**src/rtl/debounce_pkg.sv**
```systemverilog
// Shared helpers for the button debouncer: width calculation and the
// seconds-to-cycles rounding used for every derived cycle count.
package debounce_pkg;

  function automatic int unsigned clog2(input int unsigned n);
    int unsigned w;
    longint unsigned v;
    w = 0;
    v = 1;
    while (v < longint'(n)) begin
      v = v << 1;
      w++;
    end
    return w;
  endfunction

  // Nearest whole cycle count, never below one.
  function automatic int unsigned cycle_count(input real freq, input real period);
    real    r;
    longint c;
    r = freq * period;
    c = $rtoi(r + 0.5);
    if (c < 1) return 1;
    return int'(c);
  endfunction

endpackage

```
**src/rtl/debounce_channel.sv**
```systemverilog
// One debounced button: synchroniser, stability counter, level and strobes.
// Optional long-press counter is built only when LONG_PRESS_EN is defined.
module debounce_channel
  import debounce_pkg::*;
#(
  parameter int unsigned SyncStages     = 2,
  parameter logic        IdleLevel      = 1'b0,
  parameter int unsigned DebounceCycles = 1
`ifdef LONG_PRESS_EN
  ,
  parameter int unsigned HoldCycles     = 1
`endif
) (
  input  logic clk_i,
  input  logic rst_i,
  input  logic noisy_i,
  output logic state_o,
  output logic press_o,
  output logic release_o,
  output logic hold_o
);

  localparam int unsigned     CntW   = clog2(DebounceCycles + 1);
  localparam logic [CntW-1:0] CntMax = CntW'(DebounceCycles - 1);

  logic [SyncStages-1:0] sync_q, sync_d;
  logic                  synced;
  logic                  state_q, state_d;
  logic [CntW-1:0]       cnt_q, cnt_d;
  logic                  press_q, press_d;
  logic                  rel_q, rel_d;

  assign synced = sync_q[SyncStages-1];

  always_comb begin
    sync_d  = {sync_q[SyncStages-2:0], noisy_i};
    state_d = state_q;
    cnt_d   = cnt_q;
    press_d = 1'b0;
    rel_d   = 1'b0;
    if (synced == state_q) begin
      cnt_d = '0;
    end else if (cnt_q == CntMax) begin
      state_d = synced;
      cnt_d   = '0;
      press_d = (synced != IdleLevel);
      rel_d   = (synced == IdleLevel);
    end else begin
      cnt_d = cnt_q + 1'b1;
    end
  end

  always_ff @(posedge clk_i) begin
    if (rst_i) begin
      sync_q  <= {SyncStages{IdleLevel}};
      state_q <= IdleLevel;
      cnt_q   <= '0;
      press_q <= 1'b0;
      rel_q   <= 1'b0;
    end else begin
      sync_q  <= sync_d;
      state_q <= state_d;
      cnt_q   <= cnt_d;
      press_q <= press_d;
      rel_q   <= rel_d;
    end
  end

  assign state_o   = state_q;
  assign press_o   = press_q;
  assign release_o = rel_q;

`ifdef LONG_PRESS_EN
  localparam int unsigned      HoldW    = clog2(HoldCycles + 1);
  localparam logic [HoldW-1:0] HoldMax  = HoldW'(HoldCycles);
  localparam logic [HoldW-1:0] HoldFire = HoldW'(HoldCycles - 1);

  logic [HoldW-1:0] hold_cnt_q, hold_cnt_d;
  logic             hold_pulse_q, hold_pulse_d;

  // Saturating at HoldMax guarantees a single strobe per press.
  always_comb begin
    hold_cnt_d   = hold_cnt_q;
    hold_pulse_d = 1'b0;
    if (state_q == IdleLevel) begin
      hold_cnt_d = '0;
    end else begin
      hold_pulse_d = (hold_cnt_q == HoldFire);
      if (hold_cnt_q != HoldMax) hold_cnt_d = hold_cnt_q + 1'b1;
    end
  end

  always_ff @(posedge clk_i) begin
    if (rst_i) begin
      hold_cnt_q   <= '0;
      hold_pulse_q <= 1'b0;
    end else begin
      hold_cnt_q   <= hold_cnt_d;
      hold_pulse_q <= hold_pulse_d;
    end
  end

  assign hold_o = hold_pulse_q;
`else
  assign hold_o = 1'b0;
`endif

endmodule

```
**src/rtl/multi_btn_debouncer.sv**
```systemverilog
// Multi-channel button debouncer; one debounce_channel per input.
// Define LONG_PRESS_EN to enable per-channel long-press strobes.
module multi_btn_debouncer
  import debounce_pkg::*;
#(
  parameter int unsigned CLKIN_FREQ      = 27000000,
  parameter real         DEBOUNCE_PERIOD = 1e-3,
  parameter int unsigned NUM_CHANNELS    = 4,
  parameter int unsigned SYNC_STAGES     = 2,
  parameter logic        IDLE_LEVEL      = 1'b0,
  parameter real         HOLD_PERIOD     = 0.5
) (
  input  logic                    clk,
  input  logic                    reset,
  input  logic [NUM_CHANNELS-1:0] noisyIn,
  output logic [NUM_CHANNELS-1:0] debounceOut,
  output logic [NUM_CHANNELS-1:0] pressPulse,
  output logic [NUM_CHANNELS-1:0] releasePulse,
  output logic [NUM_CHANNELS-1:0] holdPulse
);

  localparam int unsigned DebounceCycles = cycle_count(real'(CLKIN_FREQ), DEBOUNCE_PERIOD);
  localparam int unsigned HoldCycles     = cycle_count(real'(CLKIN_FREQ), HOLD_PERIOD);

  for (genvar g = 0; g < NUM_CHANNELS; g++) begin : g_chan
    debounce_channel #(
      .SyncStages     (SYNC_STAGES),
      .IdleLevel      (IDLE_LEVEL),
`ifdef LONG_PRESS_EN
      .HoldCycles     (HoldCycles),
`endif
      .DebounceCycles (DebounceCycles)
    ) u_chan (
      .clk_i     (clk),
      .rst_i     (reset),
      .noisy_i   (noisyIn[g]),
      .state_o   (debounceOut[g]),
      .press_o   (pressPulse[g]),
      .release_o (releasePulse[g]),
      .hold_o    (holdPulse[g])
    );
  end

endmodule

```
**config.mk**
```make
export PLATFORM = sky130hd
export DESIGN_NAME = multi_btn_debouncer
export DESIGN_NICKNAME = d
export VERILOG_FILES = /design/src/rtl/debounce_pkg.sv /design/src/rtl/debounce_channel.sv /design/src/rtl/multi_btn_debouncer.sv
export SDC_FILE = /design/constraint.sdc
export NUM_CORES = 1
export LEC_CHECK = 0
export ABC_AREA = 0
export CAP_MARGIN = 25
export CORE_ASPECT_RATIO = 0.75
export CORE_UTILIZATION = 48
export CTS_BUF_LIST = sky130_fd_sc_hd__clkbuf_8
export DETAILED_ROUTE_END_ITERATION = 10
export PLACE_DENSITY = 0.67
export SYNTH_ARGS = -nofsm -noshare
export SYNTH_HDL_FRONTEND = slang
export SYNTH_SLANG_ARGS = --single-unit
```
**constraint.sdc**
```tcl
create_clock -name clk -period 3.9 [get_ports clk]
set_clock_uncertainty 0.05 [all_clocks]
set_input_delay 0.585 -clock clk [delete_from_list [all_inputs] [get_ports clk]]
set_output_delay 0.585 -clock clk [all_outputs]
set_load 0.005 [all_outputs]
```
== Yosys cells after proc, flatten, opt, wreduce, memory -nomap -nowiden ==
Cells that the tools add are included.
Word-level totals
  input bits: 6
  register bits: 80
Cells by class
  bitwise operators: 12
  equal/unequal tests: 8
  add/sub/neg operators: 4
  reduce and logical (&&, ||, !) cells: 12
Operators with widths (count)
  adder 15 x 1 -> 15 bit (second input constant): 4
  equality test 15 bit (second input constant): 4
  OR reduction 3 bit: 8
  NOT 1 bit: 12
  AND reduction 2 bit: 4
  equality test 1 bit: 4

== Longest topological paths before layout ==
Gate-level depths: netlist (run 1).
  depth after elaboration: 3
  gate-level depth with buffers: 7
  depth with buffers taken out: 5

== Cells and area by module ==
Synthesis (run 1) repeated with hierarchy kept, for this count alone.
Unflattened totals
  cells, all modules: 368
  area total of the unflattened synthesis: 3403.3 um^2
By module, submodules not included
  debounce_channel: times used 4, cells each 92, area each 850.8 um^2

== Worst setup path before layout (run 1) ==
No wires, ideal clock.
  kind: register to register
  start point: reg g_chan[1].u_chan.cnt_q[4]
  end point: reg g_chan[1].u_chan.cnt_q[10]
  required time: 3735 ps
  path slack: 2159 ps
  setup time: 115 ps
  buffers on the path: 2
  arrival time: 1577 ps
  stages on the path, launching flop included: 7
  cells stage by stage: dfxtp_1 -> or3b_1 -> or4_1 -> buf_2 -> nand2_4 -> buf_6 -> nor2_1
Between the ends
  cells in the longest elaborated chain, start to end: 2
  elaborated cells between the ends (all ways): 3
  classes of those cells: add/sub (1); eq/ne (1); reduce/logical (1)
Ends and longest elaborated chain
  start, declared: line debounce_channel.sv:29  | logic [CntW-1:0] cnt_q, cnt_d;
  start signal, assigned: line debounce_channel.sv:63  | cnt_q <= cnt_d;
  parallel branches: the longest is 2 deep, another holds adder 15 x 1 -> 15 bit
Several ways; the timed one is not identified.
A chain may end at the register's enable or synchronous reset.

== Worst setup path in the final report (run 1) ==
  start point: reg g_chan[3].u_chan.cnt_q[10]
  end point: reg g_chan[3].u_chan.cnt_q[8]
Between the ends
  cells in the longest elaborated chain, start to end: 2
Ends and longest elaborated chain
  start, declared: line debounce_channel.sv:29
  start signal, assigned: line debounce_channel.sv:63
  equality test 15 bit: line debounce_channel.sv:43  | end else if (cnt_q == CntMax) begin
  OR reduction 3 bit (no line)
No other way between the ends.

==> impl_results.md, run 1 <==
- DRC: 0
- Synth Warn #: 0
- Die area: roughly 0.0075 sq mm
- Power per standard cell area: roughly 360 mW/mm^2
- Hold Crit Class: reg -> reg
- Number of global-route vias before repair: 2,170
- Post-Route WL: 5800 um
- Placement Setup Slack: ~1.8 ns
- Total power draw: roughly 0.0014 W
- Area contributors post-synth: dfxtp_1, xnor2_1, nor2_1, xor2_1, buf_4
- Clk_lat worst skew: 0.34 ns
- Ys flop type: dfxtp_1
- Crit path time final: approximately 2.0 ns
- Htree depth: 3
- CTS root buf: clkbuf_8
- Status: finished clean
- Final design utilization: between 50% and 60%
- Fin. max-slew vios: 0
- Nets: around 400
- DRT iter0 DRCs: roughly 90
- Sequential area share after synthesis: approximately 47%
- Routed wire per std cell: between 10 and 15 um
- Total CTS buffers: 9
- Relative slew slack: 66.4%
- Die X: 99.8 um
- Syn Area/Cell: a little over 9 sq um
- Mapped Cells: 374
- Top Ports: 22
- F_max: 0.505 GHz
- Hold buffers post-CTS: 0
- Top-count cell post-synth: dfxtp_1
- Crit path launch type: flip-flop
- Seq cells post-synth: 80
- EDFF count, synth: 0
- Setup Viol. Count Final: 0
- Post-synth top cells: dfxtp_1, nor2_1, xnor2_1
- Mapped Area: around 0.0034 sq mm
- Ys async rst share: 0%
- Postcts setup bufs: 0
- GRT Util Overall: between 10% and 20%
- Setup TNS: 0 ns
- CTS tree: built
- Area leader, netlist: dfxtp_1
- Leak Pwr: about 1.1 nW
- Row cnt: 26
- First-pass GRT wire length: 10,100 um
- Via/cell ratio: slightly above 5
- Gpl congestion: between 0.7 and 0.8
- Cell variety after synth: 37
- Placed Instances: 467
- Critical-path cell list: or4b_1 > nor4_2 > or3_1 > nor2_1
- Share of the synthesized area in the top cell type: a little under half
- Critical path endpoint category: flip-flop
- Starting Density: 50.1%
- Slew @ Worst Pin: 0.504 ns
- Crit-path leading delay family: simple AND/OR/NAND/NOR gates
- PnR worst setup slack: 1.92 ns
- Dpl hpwl: ~4000 um
- Number of antenna-violating nets in the routed design: 0
- Port bufs: 17
- Finished Layout Cells: a little under 500
- Largest stage delay, worst path: around 0.54 ns
- Final Cycle Share: 50.7%
- Peak supply drop: around 0.00020 V
- Slowest CP cell: or4b_1
- RSZ-0062 raised after global routing: false
- P&R area growth vs syn: 8.80%
- Critical path data required time: slightly above 4 ns
- Clock sinks: 80
- Core area: between 0.006 and 0.007 sq mm
- Crit path DAT: 2.14 ns
- DRT Pass-1 Iters: 4
- Share of cells above drive strength 1: under 10%
- Clk buf depth: 2
- Bufs and invs on worst path: 0
- Die height: about 75 um
- DR vias: 2,423
- Crit-path max FO: 15
- Total gr overflow: 0
- # diodes: 0
- # resized after CTS: 0
- WS Path Type: reg -> reg
- Clock-pin slew on the worst setup and hold paths: 0.08 ns
- Max-cap viol count: 0
- Initial antenna violation count: 0
- Pin count of the biggest net entering global routing: 23
- Final hold vios: 0
-- routing by layer --
| layer | routed length, um | part of all wire (%) | vias up | GRT usage, % |
|---|---|---|---|---|
| met5 | 0 | 0 | - | 0 |
| met4 | 53 | 0.91 | 0 | 3.92 |
| met3 | 251 | 4.3 | 7 | 6.61 |
| met2 | 2320 | 40 | 47 | 24.7 |
| met1 | 3170 | 55 | 1107 | 24.2 |
| li1 | - | - | 1262 | - |
-- kinds of logic (layout without fill, tap and decap cells) --
family / after synthesis / after routing / synth area share, %
AND/OR/NAND/NOR: 192 / 192 / 30.3
other: 1 / 4 / 0.109
XOR/XNOR: 54 / 54 / 13.7
adder cells (fa/ha/maj): 4 / 4 / 1.45
multiplexers: 4 / 4 / 1.16
AO/OA/AOI/OAI: 4 / 4 / 0.727
flip-flops: 80 / 80 / 46.5
buffers and inverters: 35 / 42 / 5.96
-- cell type report --
type	instances	area [sq um]
fill	617	3120
inverter	9	33.8
clock buffer	9	124
sequential	80	1600
clock inverter	6	38.8
multi-input combinational	262	1650
timing repair buffer	18	178
tap	98	123
-- worst paths after layout --
check	startpoint	endpoint	slack [ns]	cells after the start
worst min-delay path	g_chan[0].u_chan.sync_q[0]$_SDFF_PP0_	g_chan[0].u_chan.sync_q[1]$_SDFF_PP0_	0.39	1
worst max-delay path	g_chan[3].u_chan.cnt_q[10]$_SDFF_PP0_	g_chan[3].u_chan.cnt_q[8]$_SDFF_PP0_	1.92	4
worst min register to register	g_chan[0].u_chan.sync_q[0]$_SDFF_PP0_	g_chan[0].u_chan.sync_q[1]$_SDFF_PP0_	0.39	1
worst max register to register	g_chan[3].u_chan.cnt_q[10]$_SDFF_PP0_	g_chan[3].u_chan.cnt_q[8]$_SDFF_PP0_	1.92	4
-- power by group --
part           switching [W]  total [W]  internal, W
registers         0.00000329   0.000824     0.000821
logic              0.0000117  0.0000213   0.00000965
clock network       0.000290   0.000513     0.000224
-- cells in the final DEF, fill, tap and decap left out, types with 5 or more instances in the layout --
cell type	synthesis	routed
and3_1	6	6
and4_1	5	5
clkbuf_8	0	9
clkdlybuf4s50_1	0	17
dfxtp_1	80	80
inv_1	9	10
nand2_1	18	18
nand3_1	20	20
nand4_1	14	14
nor2_1	67	67
nor2b_1	10	10
nor3_1	13	13
nor4_1	11	11
xnor2_1	39	39
xor2_1	15	15
-- metrics by stage --
stage | cell area [sq um] | hold slack [ns]
finish | 3740 | 0.389
floorplan | 3450 | 0.364
CTS | 3740 | 0.396
global route | 3740 | 0.407
detailed placement | 3580 | 0.374
global placement | 3580 | 0.369
-- state kept, by name, summed over array words and instances (netlist names) --
signal	count
g_chan.u_chan.cnt_q	60
g_chan.u_chan.state_o	4
g_chan.u_chan.sync_q	8
g_chan.u_chan.release_o	4
g_chan.u_chan.press_o	4
No activity file was read; power rests on OpenSTA's default activity.
==> inputs of run 2 (changes only) <==
- PLACE_DENSITY: 0.67 -> 0.69
- clock period: 3.9 -> 1.8 ns (I/O delays scaled with it)
==> run 2 against run 1 <==
Against the previous run:
- design area up 6.7%
- global-route usage down 0.37 points
- clock power rose to 2.7 times the previous value
- first-iteration DRC count down 21%
- total power up 140%
- critical path type unchanged
- non-clock buffer count up 19
- core utilization up 3.6 points
- register-to-register slack worse by 1.9 ns
- die area unchanged
- critical path depth up 1
- sequential cell count unchanged
- setup slack worse by 1.9 ns
==> impl_results.md, run 2 (synthesis gave the netlist of run 1 again) <==
- Max FFs per register: 60 (unchanged)
- First-pass GRT wire length: 9870 um (-1.9%)
- Total gr overflow: 0 (unchanged)
- CTS tree: built
- GRT Util Overall: 16.8% (-0.37 points)
- DRC: 0 (unchanged)
- F_max: 0.567 GHz (+12%)
- # diodes: 0 (unchanged)
- CTS root buf: clkbuf_8
- Gate power share: 1.8% (+0.2 points)
- Min-delay src: g_chan[2].u_chan.sync_q[0]$_SDFF_PP0_
- Crit path time final: 1.76 ns (-0.215 ns)
- Dpl hpwl: 4120 um (+4.1%)
- Number of global-route vias before repair: 2,227 (+2.6%)
- Number of antenna-violating nets in the routed design: 0 (unchanged)
- Htree depth: 3 (unchanged)
- WS Path Type: reg -> reg
- FILL cells: 623 (+0.97%)
- Top Ports: 22 (unchanged)
- Die area: 0.00751 sq mm (unchanged)
- Clock sinks: 80 (unchanged)
- Largest regs: g_chan.u_chan.cnt_q (60), g_chan.u_chan.sync_q (8)
- Crit. Startpoint: g_chan[3].u_chan.cnt_q[10]$_SDFF_PP0_
- PnR worst setup slack: 0.0367 ns (-1.89 ns)
- Die X: 99.8 um (unchanged)
- Peak supply drop: 0.000532 V (+170%)
- RSZ-0062 raised after global routing: true
- Clock-pin slew on the worst setup and hold paths: 0.07 ns (about the same)
- Hold Crit Class: reg -> reg
- Max-cap viol count: 0 (unchanged)
- Core area: 0.00686 sq mm (unchanged)
- Final hold vios: 0 (unchanged)
- Via/cell ratio: 4.94 (-1.8%)
- Starting Density: 50.1% (unchanged)
- FF-to-FF path depth: 5 (+1)
- DR vias: 2,468 (+1.9%)
- Status: finished clean
- Nets: 409 (+4.9%)
- DRT Pass-1 Iters: 4 (unchanged)
- Sw Ratio: 19.4% (-3.0 points)
- Crit-path max FO: 7 (-8)
- FF-to-FF Start: g_chan[3].u_chan.cnt_q[10]$_SDFF_PP0_
- Commonest cells after routing, fill and taps aside: dfxtp_1, nor2_1, xnor2_1, nand3_1, nand2_1
- Fin. max-slew vios: 0 (unchanged)
- Clock power share: 43.0% (+5.2 points)
- Post-Route WL: 5910 um (+2.0%)
- Hold slack: 0.388 ns (-0.00135 ns)
- Routed wire per std cell: 11.8 um (-1.7%)
- Leak Pwr: 1.31 nW (+14%)
- Hold buffers post-CTS: 0 (unchanged)
- DRT iter0 DRCs: 70 (-21%)
- Setup TNS: 0 ns (unchanged)
- Internal Power: 0.00261 W (+150%)
- Top reg by flops: g_chan.u_chan.cnt_q
- Setup Viol. Count Final: 0 (unchanged)
- Total CTS buffers: 9 (unchanged)
- Post-route design area: 0.00399 sq mm (+6.7%)
- Most common cell after layout, fill and taps aside: dfxtp_1
- Gpl congestion: 0.850 (+9.6%)
- Die height: 75.3 um (unchanged)
- P&R area growth vs syn: 16.0%
- Critical path data required time: 1.98 ns (-2.08 ns)
- Placement Setup Slack: 0.00741 ns (-1.76 ns)
- Pin count of the biggest net entering global routing: 18 (-22%)
- Power per standard cell area: 811 mW/mm^2 (+120%)
- Total power draw: 0.00324 W (+140%)
- Critical path endpoint category: flip-flop
- Worst Hold Path Cells: 1 (unchanged)
- Crit path DAT: 1.94 ns (-0.20 ns)
- Final Cycle Share: 98.0% (+47 points)
- Port bufs: 17 (unchanged)
- Crit path launch type: flip-flop
- Reg power frac: 55.2% (-5.5 points)
- Row cnt: 26 (unchanged)
- Net Switching: 0.000628 W (+110%)
- Clk buf depth: 2 (unchanged)
- DP Area: 0.00373 sq mm (+4.1%)
- Initial antenna violation count: 0 (unchanged)
- Clk_lat worst skew: 0.34 ns (about the same)
- Share of cells above drive strength 1: 11.7% (+6.7 points)
## run 2: cell count changes in the layout (fill, tap and decap cells not counted), sizes merged
cell      before  now
buf            1   20
bufinv         0    2
clkbuf         9   10
clkinv         1    0
clkinvlp       4    1
## run 2: repair_timing
action / 4_1_cts / 5_1_grt
resized for setup: 1 / 12
buffers inserted: 0 / 1
setup endpoints to repair: 6 / 23
pin swaps: 0 / 5
## run 2: path summary, 6_finish.rpt
| kind | endpoint | slack [ns] |
|---|---|---|
| worst max-delay path | g_chan[3].u_chan.cnt_q[12]$_SDFF_PP0_ | 0.04 |
| worst min-delay path | g_chan[2].u_chan.sync_q[1]$_SDFF_PP0_ | 0.39 |
| worst max register to register | g_chan[3].u_chan.cnt_q[12]$_SDFF_PP0_ | 0.04 |
| worst min register to register | g_chan[2].u_chan.sync_q[1]$_SDFF_PP0_ | 0.39 |
## run 2: per-layer routing
metal  routed length (um)  global-route usage, %
met1                 3200                   23.1
met2                 2520                   25.3
met3                  177                   5.41
met4                   14                   5.23
met5                    0                      0
## run 2: critical path, stage by stage (launching register included)
cell and delay (ns):
dfxtp_2 0.33, or4b_4 0.54, nor4_4 0.37, or3_4 0.20, buf_6 0.12, nor2_1 0.05
## run 2: area by class of cell
| type | instances | area (sq um) | area share [%] |
|---|---|---|---|
| Multi-Input combinational cell | 262 | 1680 | 42.1 |
| Sequential cell | 80 | 1600 | 40.2 |
| Timing Repair Buffer | 37 | 340 | 8.52 |
| Clock buffer | 10 | 138 | 3.45 |
| Tap cell | 98 | 123 | 3.07 |
| Clock inverter | 4 | 71.3 | 1.79 |
| Inverter | 9 | 33.8 | 0.846 |
## run 2: power by group through the flow
stage | Combinational (W) | Sequential, W | Clock [W]
after global placement | 0.0000555 | 0.00183 | 0
after detailed placement | 0.0000561 | 0.00183 | 0
after floorplan | 0.0000369 | 0.00183 | 0
after global routing | 0.0000636 | 0.00179 | 0.00149
final | 0.0000577 | 0.00179 | 0.00139
after CTS | 0.0000564 | 0.00179 | 0.00143
## run 2: stage by stage
stage	util (%)	std cells
after detailed placement	54.3	485
after global routing	58.2	500
after CTS	57.4	499
final	58.2	500
after global placement	54.3	485
after floorplan	-	377
